[src/rtl/wb_port_arbiter.sv]
`default_nettype none
// ============================================================================
// Module   : wb_port_arbiter
// Purpose  : Shares the single register-file write port between the MEM/WB
//            pipeline writeback (always wins) and a multicycle unit whose
//            results are buffered in a small FIFO. Requests a front-end
//            stall when buffered results stay blocked for too long.
// Ports    : clk, rst_n (async, active-low)
//            wb_regwrite/wb_rd/wb_data    - pipeline writeback request
//            mc_valid/mc_rd/mc_data       - multicycle result (in)
//            mc_ready                     - FIFO can accept a result
//            rf_we/rf_waddr/rf_wdata      - register file write port
//            pending_mask                 - per-register pending FIFO writes
//            stall_req                    - registered stall request
// Options  : WB_ARB_BYPASS_EN - when defined, a result that arrives while the
//            FIFO is empty and the slot is idle goes straight to the port.
// Revision : 1.0 - initial release
// ============================================================================
module wb_port_arbiter #(
    parameter int DEPTH        = 2,
    parameter int STARVE_LIMIT = 4
) (
    input  logic        clk,
    input  logic        rst_n,
    input  logic        wb_regwrite,
    input  logic [4:0]  wb_rd,
    input  logic [63:0] wb_data,
    input  logic        mc_valid,
    input  logic [4:0]  mc_rd,
    input  logic [63:0] mc_data,
    output logic        mc_ready,
    output logic        rf_we,
    output logic [4:0]  rf_waddr,
    output logic [63:0] rf_wdata,
    output logic [31:0] pending_mask,
    output logic        stall_req
);

    localparam int AW = (DEPTH > 1) ? $clog2(DEPTH) : 1;
    localparam int CW = $clog2(DEPTH + 1);
    localparam logic [CW-1:0] c_full_count = CW'(DEPTH);
    localparam logic [3:0]    c_starve_lim = 4'(STARVE_LIMIT);

    // FIFO state
    logic [AW-1:0]    r_wptr;
    logic [AW-1:0]    r_rptr;
    logic [CW-1:0]    r_count;
    logic [DEPTH-1:0] r_vld;
    logic [4:0]       r_rd   [DEPTH];
    logic [63:0]      r_data [DEPTH];

    // Starvation tracking
    logic [3:0] r_starve;
    logic       r_stall;

    logic       w_pbusy;
    logic       w_empty;
    logic       w_full;
    logic       w_pop;
    logic       w_push;
    logic       w_bypass;
    logic [3:0] w_starve_next;
    logic [4:0] w_head_rd;

    assign w_pbusy   = wb_regwrite && (wb_rd != 5'd0);
    assign w_empty   = (r_count == '0);
    assign w_full    = (r_count == c_full_count);
    assign w_pop     = !w_pbusy && !w_empty;
    assign w_head_rd = r_rd[r_rptr];

`ifdef WB_ARB_BYPASS_EN
    assign w_bypass = w_empty && !w_pbusy && mc_valid;
`else
    assign w_bypass = 1'b0;
`endif

    // No pass-through when full, even if the head pops this cycle.
    assign mc_ready  = !w_full;
    assign w_push    = mc_valid && !w_full && !w_bypass;
    assign stall_req = r_stall;

    // Write-port mux. rd=0 entries are popped but never written.
    always_comb begin
        rf_we    = 1'b0;
        rf_waddr = 5'd0;
        rf_wdata = 64'd0;
        if (w_pbusy) begin
            rf_we    = 1'b1;
            rf_waddr = wb_rd;
            rf_wdata = wb_data;
        end else if (!w_empty) begin
            if (w_head_rd != 5'd0) begin
                rf_we    = 1'b1;
                rf_waddr = w_head_rd;
                rf_wdata = r_data[r_rptr];
            end
        end else if (w_bypass && (mc_rd != 5'd0)) begin
            rf_we    = 1'b1;
            rf_waddr = mc_rd;
            rf_wdata = mc_data;
        end
        // Keep the register file untouched while reset is held.
        if (!rst_n) begin
            rf_we = 1'b0;
        end
    end

    // One-hot OR of destination registers still waiting in the FIFO.
    always_comb begin
        pending_mask = 32'd0;
        for (int i = 0; i < DEPTH; i++) begin
            if (r_vld[i] && (r_rd[i] != 5'd0)) begin
                pending_mask[r_rd[i]] = 1'b1;
            end
        end
    end

    // Counter only advances while a queued entry is blocked by the pipe.
    always_comb begin
        w_starve_next = r_starve;
        if (w_pop || w_empty) begin
            w_starve_next = 4'd0;
        end else if (w_pbusy && (r_starve != 4'hF)) begin
            w_starve_next = r_starve + 4'd1;
        end
    end

    always_ff @(posedge clk or negedge rst_n) begin
        if (!rst_n) begin
            r_wptr   <= '0;
            r_rptr   <= '0;
            r_count  <= '0;
            r_vld    <= '0;
            r_starve <= 4'd0;
            r_stall  <= 1'b0;
        end else begin
            if (w_push) begin
                r_wptr        <= r_wptr + 1'b1;
                r_vld[r_wptr] <= 1'b1;
            end
            if (w_pop) begin
                r_rptr        <= r_rptr + 1'b1;
                r_vld[r_rptr] <= 1'b0;
            end
            case ({w_push, w_pop})
                2'b10:   r_count <= r_count + 1'b1;
                2'b01:   r_count <= r_count - 1'b1;
                default: r_count <= r_count;
            endcase
            r_starve <= w_starve_next;
            if (w_pop) begin
                r_stall <= 1'b0;
            end else if (!w_empty && w_pbusy && (w_starve_next == c_starve_lim)) begin
                r_stall <= 1'b1;
            end
        end
    end

    // Payload storage needs no reset: validity is tracked by r_vld/r_count.
    always_ff @(posedge clk) begin
        if (w_push) begin
            r_rd[r_wptr]   <= mc_rd;
            r_data[r_wptr] <= mc_data;
        end
    end

endmodule
`default_nettype wire
[config.mk]
export PLATFORM = sky130hd
export DESIGN_NAME = wb_port_arbiter
export DESIGN_NICKNAME = d
export VERILOG_FILES = /design/src/rtl/wb_port_arbiter.sv
export SDC_FILE = /design/constraint.sdc
export NUM_CORES = 1
export LEC_CHECK = 0
export BUFFER_PORTS_ARGS = -buffer_cell sky130_fd_sc_hd__buf_2
export CAP_MARGIN = 10
export CORE_MARGIN = 1
export CORE_UTILIZATION = 50
export CTS_CLUSTER_DIAMETER = 120
export DETAILED_ROUTE_END_ITERATION = 8
export GPL_ROUTABILITY_DRIVEN = 0
export MAX_ROUTING_LAYER = met4
export PLACE_DENSITY = 0.8
export SLEW_MARGIN = 30
export SYNTH_ARGS = -nofsm -noshare
export SYNTH_HDL_FRONTEND = slang
export SYNTH_SLANG_ARGS = --single-unit
[constraint.sdc]
create_clock -name clk -period 4.55 [get_ports clk]
set_clock_uncertainty 0.1 [all_clocks]
set_input_delay 1.1375 -clock clk [delete_from_list [all_inputs] [get_ports clk]]
set_output_delay 1.1375 -clock clk [all_outputs]
set_load 0.01 [all_outputs]
==> metrics.cfg, run 1 <==
[clock_network]
htreeDepth=4
tritoncts=yes
cts_hold_buffers=0
ctsRootBufferMaster=clkbuf_16
clock_sink_count=149
clock_latency_ps=410
post_cts_buffers=0
numCtsBuffers=17
post_cts_resize_count=0
clk_pin_slew_ps=60
cts_buffer_depth=2

[final_layout]
nets=882
area_growth_pct=29.5
fill_cells=964
diodes=0
drive_above_1_share_pct=45.7
post_layout_nonfiller_instances=927

[logic_synthesis]
yosys-top-cells-area=edfxtp_1, mux2i_1, o21ai_2
ys_seq_area_share_pct=64.9
synth_edf_count=138
avgSynthCellArea_um2=13.7
postSynth.asyncResetShare_pct=7.38
synth_most_common_cell=edfxtp_1
ys_types=44
yosys.area.top_type=edfxtp_1
synth_top_flop_cell=edfxtp_1
ys_seq_elements=149
synth_warnings=0
syn_nets=643
synthesis.area_um2=6810
yosys.area.top_type_share_pct=60.8
synth_common_cells=edfxtp_1, nand2_1, mux2i_1, o21ai_2, o22ai_1
synthCells=499

[timing]
period_needed_ps=4190
drv_slew=0
period_share_pct=92.0
finalSetupTns_ps=0
hold_violations=0
setup_viol=0
tightest_slew_ps=783
slew_headroom_pct=47.7
timing.fmax_mhz=239
rsz0062_at_grt=false

[worst_setup_path]
reg2reg_slack_ps=2360
start_kind=input pin
cp.required_ps=3310
cpPeakStageDelay_ps=560
slowest_stage=or4_1
cpMostUsedCell=buf_2
cp-end-kind=output pin
crit_fanout=32
crit_arrival_ps=2950
reg2reg_depth=4
r2r_start=r_count[0]
crit_type=input pin to output pin
crit_path_cell_trace=buf_2 -> or4_1 -> o21ai_2 -> nand3_4 -> buf_4 -> o21ai_0 -> buf_2
worstReg2RegEnd=r_data[0][2]

[grt]
grt_max_degree=71
grt_pass1_vias=4944
grt_pass1_wl_um=23700
grt_overflow_total=0
grt_usage_pct=22.3
antenna_found_initial=0

[die]
core_area_um2=13200
die_w_um=119
start_util_pct=51.4
die_area_um2=14100
fp-row-count=42
pin_count=246
die_y_um=119

[power_and_ir_drop]
power_leakage_nw=3.73
switching_share_pct=32.2
power_density_nw_per_um2=580
total_power_mw=5.12
p_clk_share_pct=29.4
power_switching_mw=1.65
pwr-share-seq_pct=40.7
peakVddDrop_v=0.000359
intPower_mw=3.47
combinationalPowerShare_pct=29.9

[hold_path]
worstHoldPathCells=1
hp-start=stall_req
whs_endpoint=stall_req
hold_path_class=flop to flop

[run_status]
status=finished clean

[placement]
port-buffer-count=244
dpl.cell_count=894
post-dp-hpwl_um=10500

[route]
viasPerCell=5.42
drcViolationCount=0
num_vias=5028
routedWlPerCell_um=16.2
drt_wl_total_um=15000
drt_iter0_markers=382
dr.pass1.iters=5
final_antenna_net_count=0

[job]
drv_cap=0

## power by group through the flow
| stage | combinational, mW | sequential (mW) | clock [mW] |
|---|---|---|---|
| global placement | 1.49 | 2.10 | 0 |
| CTS | 1.53 | 2.09 | 1.53 |
| finish | 1.53 | 2.08 | 1.50 |
| global route | 1.66 | 2.12 | 1.59 |
| detailed placement | 1.52 | 2.11 | 0 |
| floorplan | 1.15 | 1.99 | 0 |
## worst max-delay path by stage
stage             start            to  slack, ps  depth (start not counted)
2_1_floorplan  wb_rd[3]  rf_wdata[53]        810                          5
3_3_place_gp   wb_rd[3]  rf_wdata[55]        480                          7
3_5_place_dp   wb_rd[3]   rf_wdata[0]        410                          7
4_1_cts        wb_rd[3]   rf_wdata[0]        380                          7
5_1_grt        wb_rd[3]   rf_wdata[0]        250                          7
6_report       wb_rd[3]   rf_wdata[0]        360                          7
## logic make-up after synthesis
family,Yosys count,share of synthesized area [%]
flip-flops,149,64.9
AND/OR/NAND/NOR,126,8.87
AO/OA/AOI/OAI,111,12.0
multiplexers,70,10.3
buffers and inverters,34,2.75
XOR/XNOR,6,0.771
adder cells (fa/ha/maj),2,0.367
other,1,0.0550
## flip-flops by register name (all words and copies together), names as in the netlist
signal,flops
r_vld,2
r_starve,4
r_rd,10
stall_req,1
r_count,2
r_rptr,1
r_wptr,1
r_data,128
## layer usage
layer	track usage (%)	part of all wire, %	up-vias
li1	-	-	2391
met5	-	0	-
met1	25.4	40	2367
met2	39.5	53	249
met3	3.86	6.2	21
met4	8.23	1.3	0
## per-stage QoR
stage	hold slack (ps)	utilization, %	cell area [um2]	setup WS [ps]
floorplan	379	-	6820	807
global placement	372	61.6	8150	485
CTS	392	66.5	8800	385
detailed placement	379	61.6	8150	407
finish	389	66.6	8820	364
global route	419	66.6	8820	251
## worst max-delay path: cells and delay by family
family | cells | cell delay (ps)
buffers and inverters | 3 | 560
and+or+nand+nor | 2 | 670
AOI/OAI and AO/OA | 2 | 540
## cell usage in the layout, fill, tap and decap left out, types with 3 or more instances in the layout
cell type | netlist | layout
buf_4 | 1 | 5
o21ai_2 | 51 | 51
clkbuf_16 | 0 | 17
o31ai_1 | 3 | 3
nand3b_1 | 8 | 8
nand3_1 | 9 | 9
nor3_1 | 4 | 4
inv_6 | 0 | 3
clkinvlp_4 | 0 | 5
bufinv_16 | 0 | 5
dfrtp_1 | 11 | 10
o21ai_1 | 11 | 11
edfxtp_1 | 138 | 138
inv_1 | 3 | 3
nand2b_1 | 3 | 3
o21ai_0 | 7 | 7
nand2_1 | 77 | 77
o22ai_1 | 29 | 29
mux2i_1 | 70 | 70
buf_2 | 3 | 244
nor2_1 | 9 | 8
xnor2_1 | 5 | 5
## final cells by class
class	instances	area [um2]	area share [%]
inverters	3	11.3	0.128
flip-flops and latches	149	4420	50.1
clock inverters	15	226	2.57
repair buffers	251	1300	14.7
multi-input cells	316	2220	25.2
clock buffers	17	425	4.82
well taps	176	220	2.50
No activity file was read; power rests on OpenSTA's default activity.
==> inputs of run 2 (changes only) <==
--- a/config.mk
+++ b/config.mk
@@ -12,8 +12,8 @@
 export CTS_CLUSTER_DIAMETER = 120
 export DETAILED_ROUTE_END_ITERATION = 8
 export GPL_ROUTABILITY_DRIVEN = 0
-export MAX_ROUTING_LAYER = met4
 export PLACE_DENSITY = 0.8
+export SETUP_SLACK_MARGIN = 0.5
 export SLEW_MARGIN = 30
 export SYNTH_ARGS = -nofsm -noshare
 export SYNTH_HDL_FRONTEND = slang
==> run 2 against run 1 <==
Against the previous run:
- global-route usage decreased by 0.49 points
- clock-buffer cell count unchanged
- critical path type unchanged
- via count up 0.91%
- largest cell class unchanged
- highest routed layer unchanged
- sequential share of layout area decreased by 0.32 points
- clock power about the same
- largest power group unchanged
- combinational power hardly changed
- flip-flop and latch count unchanged
- total power grew 0.45%
==> metrics.cfg, run 2 (synthesized netlist as in run 1, its figures left out) <==
[run_status]
status=finished clean

[worst_setup_path]
path_delay_family=simple AND/OR/NAND/NOR gates
slowest_stage=or4_4
crit_fanout=32
crit_arrival_ps=2770
cp-end-kind=output pin
start_kind=input pin
cpMostUsedCell=buf_2
cpPeakStageDelay_ps=560
crit_type=input pin to output pin
crit_path_cell_trace=buf_2 -> or4_4 -> o21ai_4 -> nand3_4 -> buf_12 -> o21ai_1 -> buf_2
cp.required_ps=3310
worst-path-buf-inv=3

[final_layout]
drive_above_1_share_pct=45.9
seqCellArea_um2=4420
fill_cells=961
largest_reg_flops=128
diodes=0
final_cell_mix=buf_2, edfxtp_1, nand2_1, mux2i_1, o21ai_2
final_common_cell=buf_2
area_growth_pct=30.4
nets=884
top_regs=r_data x128, r_rd x10, r_starve x4
multi_input_area_um2=2240
largest_register=r_data

[clock_network]
cts_hold_buffers=0
tritoncts=yes
clock_latency_ps=400
clk_pin_slew_ps=60
cts_buffer_depth=2
numCtsBuffers=17
htreeDepth=4
ctsRootBufferMaster=clkbuf_16
clock_sink_count=149

[die]
die_w_um=119
core_area_um2=13200
start_util_pct=51.4
pin_count=246
die_area_um2=14100
fp-row-count=42
die_y_um=119

[job]
drv_cap=0

[route]
dr.pass1.iters=5
viasPerCell=5.46
num_vias=5074
drt_iter0_markers=397
drcViolationCount=0
final_antenna_net_count=0
routedWlPerCell_um=16.3
drt_wl_total_um=15100

[timing]
slew_headroom_pct=47.9
period_needed_ps=4010
finalSetupTns_ps=0
setup_viol=0
timing.fmax_mhz=250
tightest_slew_ps=779
period_share_pct=88.1
rsz0062_at_grt=true
drv_slew=0
hold_violations=0

[power_and_ir_drop]
total_power_mw=5.14
power_leakage_nw=3.75
power_density_nw_per_um2=579
peakVddDrop_v=0.000358

[grt]
grt_max_degree=71
grt_usage_pct=21.9
grt_pass1_vias=4978
grt_pass1_wl_um=23900
antenna_found_initial=0
grt_overflow_total=0

[placement]
port-buffer-count=244
post-dp-hpwl_um=10500

[hold_path]
hold_path_class=flop to flop

[run 2: where the power goes]
part	leakage (nW)	internal, mW	switching [mW]
registers	1.42	1.87	0.213
clock network	0.300	0.976	0.529
logic	2.03	0.643	0.911
total	3.75	3.49	1.65
[run 2: worst register-to-register path, stage by stage (launching register included)]
cell and delay [ps]:
dfrtp_1 430, nand2b_1 180, nand2_1 150, nor2_4 620
buf_12 350
[run 2: through the flow]
| step | util, % | setup WS [ps] | area (um2) | hold slack [ps] | cells |
|---|---|---|---|---|---|
| finish | 67.1 | 543 | 8880 | 394 | 929 |
| global route | 67.1 | 477 | 8880 | 419 | 929 |
| CTS | 66.6 | 476 | 8830 | 392 | 926 |
| detailed placement | 61.6 | 407 | 8150 | 379 | 894 |
| global placement | 61.6 | 485 | 8150 | 372 | 894 |
| floorplan | - | 807 | 6820 | 379 | 499 |
[run 2: worst paths after layout]
kind                            start           end  slack (ps)  depth (start not counted)
max in group asynchronous       rst_n        r_rptr        3600                          1
max                          wb_rd[3]   rf_wdata[0]         540                          7
min in group asynchronous       rst_n    r_count[1]         500                          1
min                         stall_req     stall_req         390                          1
max reg2reg                r_count[0]  r_data[0][2]        2370                          4
min reg2reg                 stall_req     stall_req         390                          1
[run 2: cell type report]
class / count / share of cell area [%]
Clock inverter: 15 / 2.55
Multi-Input combinational cell: 316 / 25.2
Timing Repair Buffer: 253 / 15.1
Sequential cell: 149 / 49.8
Inverter: 3 / 0.127
Tap cell: 176 / 2.48
Clock buffer: 17 / 4.79
[run 2: routing by layer]
layer | part of all wire, % | global-route usage, % | wire [um] | vias up
li1 | - | - | - | 2396
met1 | 39 | 25.4 | 5940 | 2392
met2 | 53 | 39.7 | 7950 | 251
met3 | 6.4 | 4.58 | 969 | 35
met4 | 1.7 | 7.83 | 255 | 0
met5 | 0 | 0 | 0 | -
[run 2: what timing repair did]
| action | CTS | global route |
|---|---|---|
| pin swaps | 0 | 1 |
| resized for setup | 4 | 9 |
| buffers inserted | 0 | 2 |
| setup endpoints to repair | 65 | 66 |
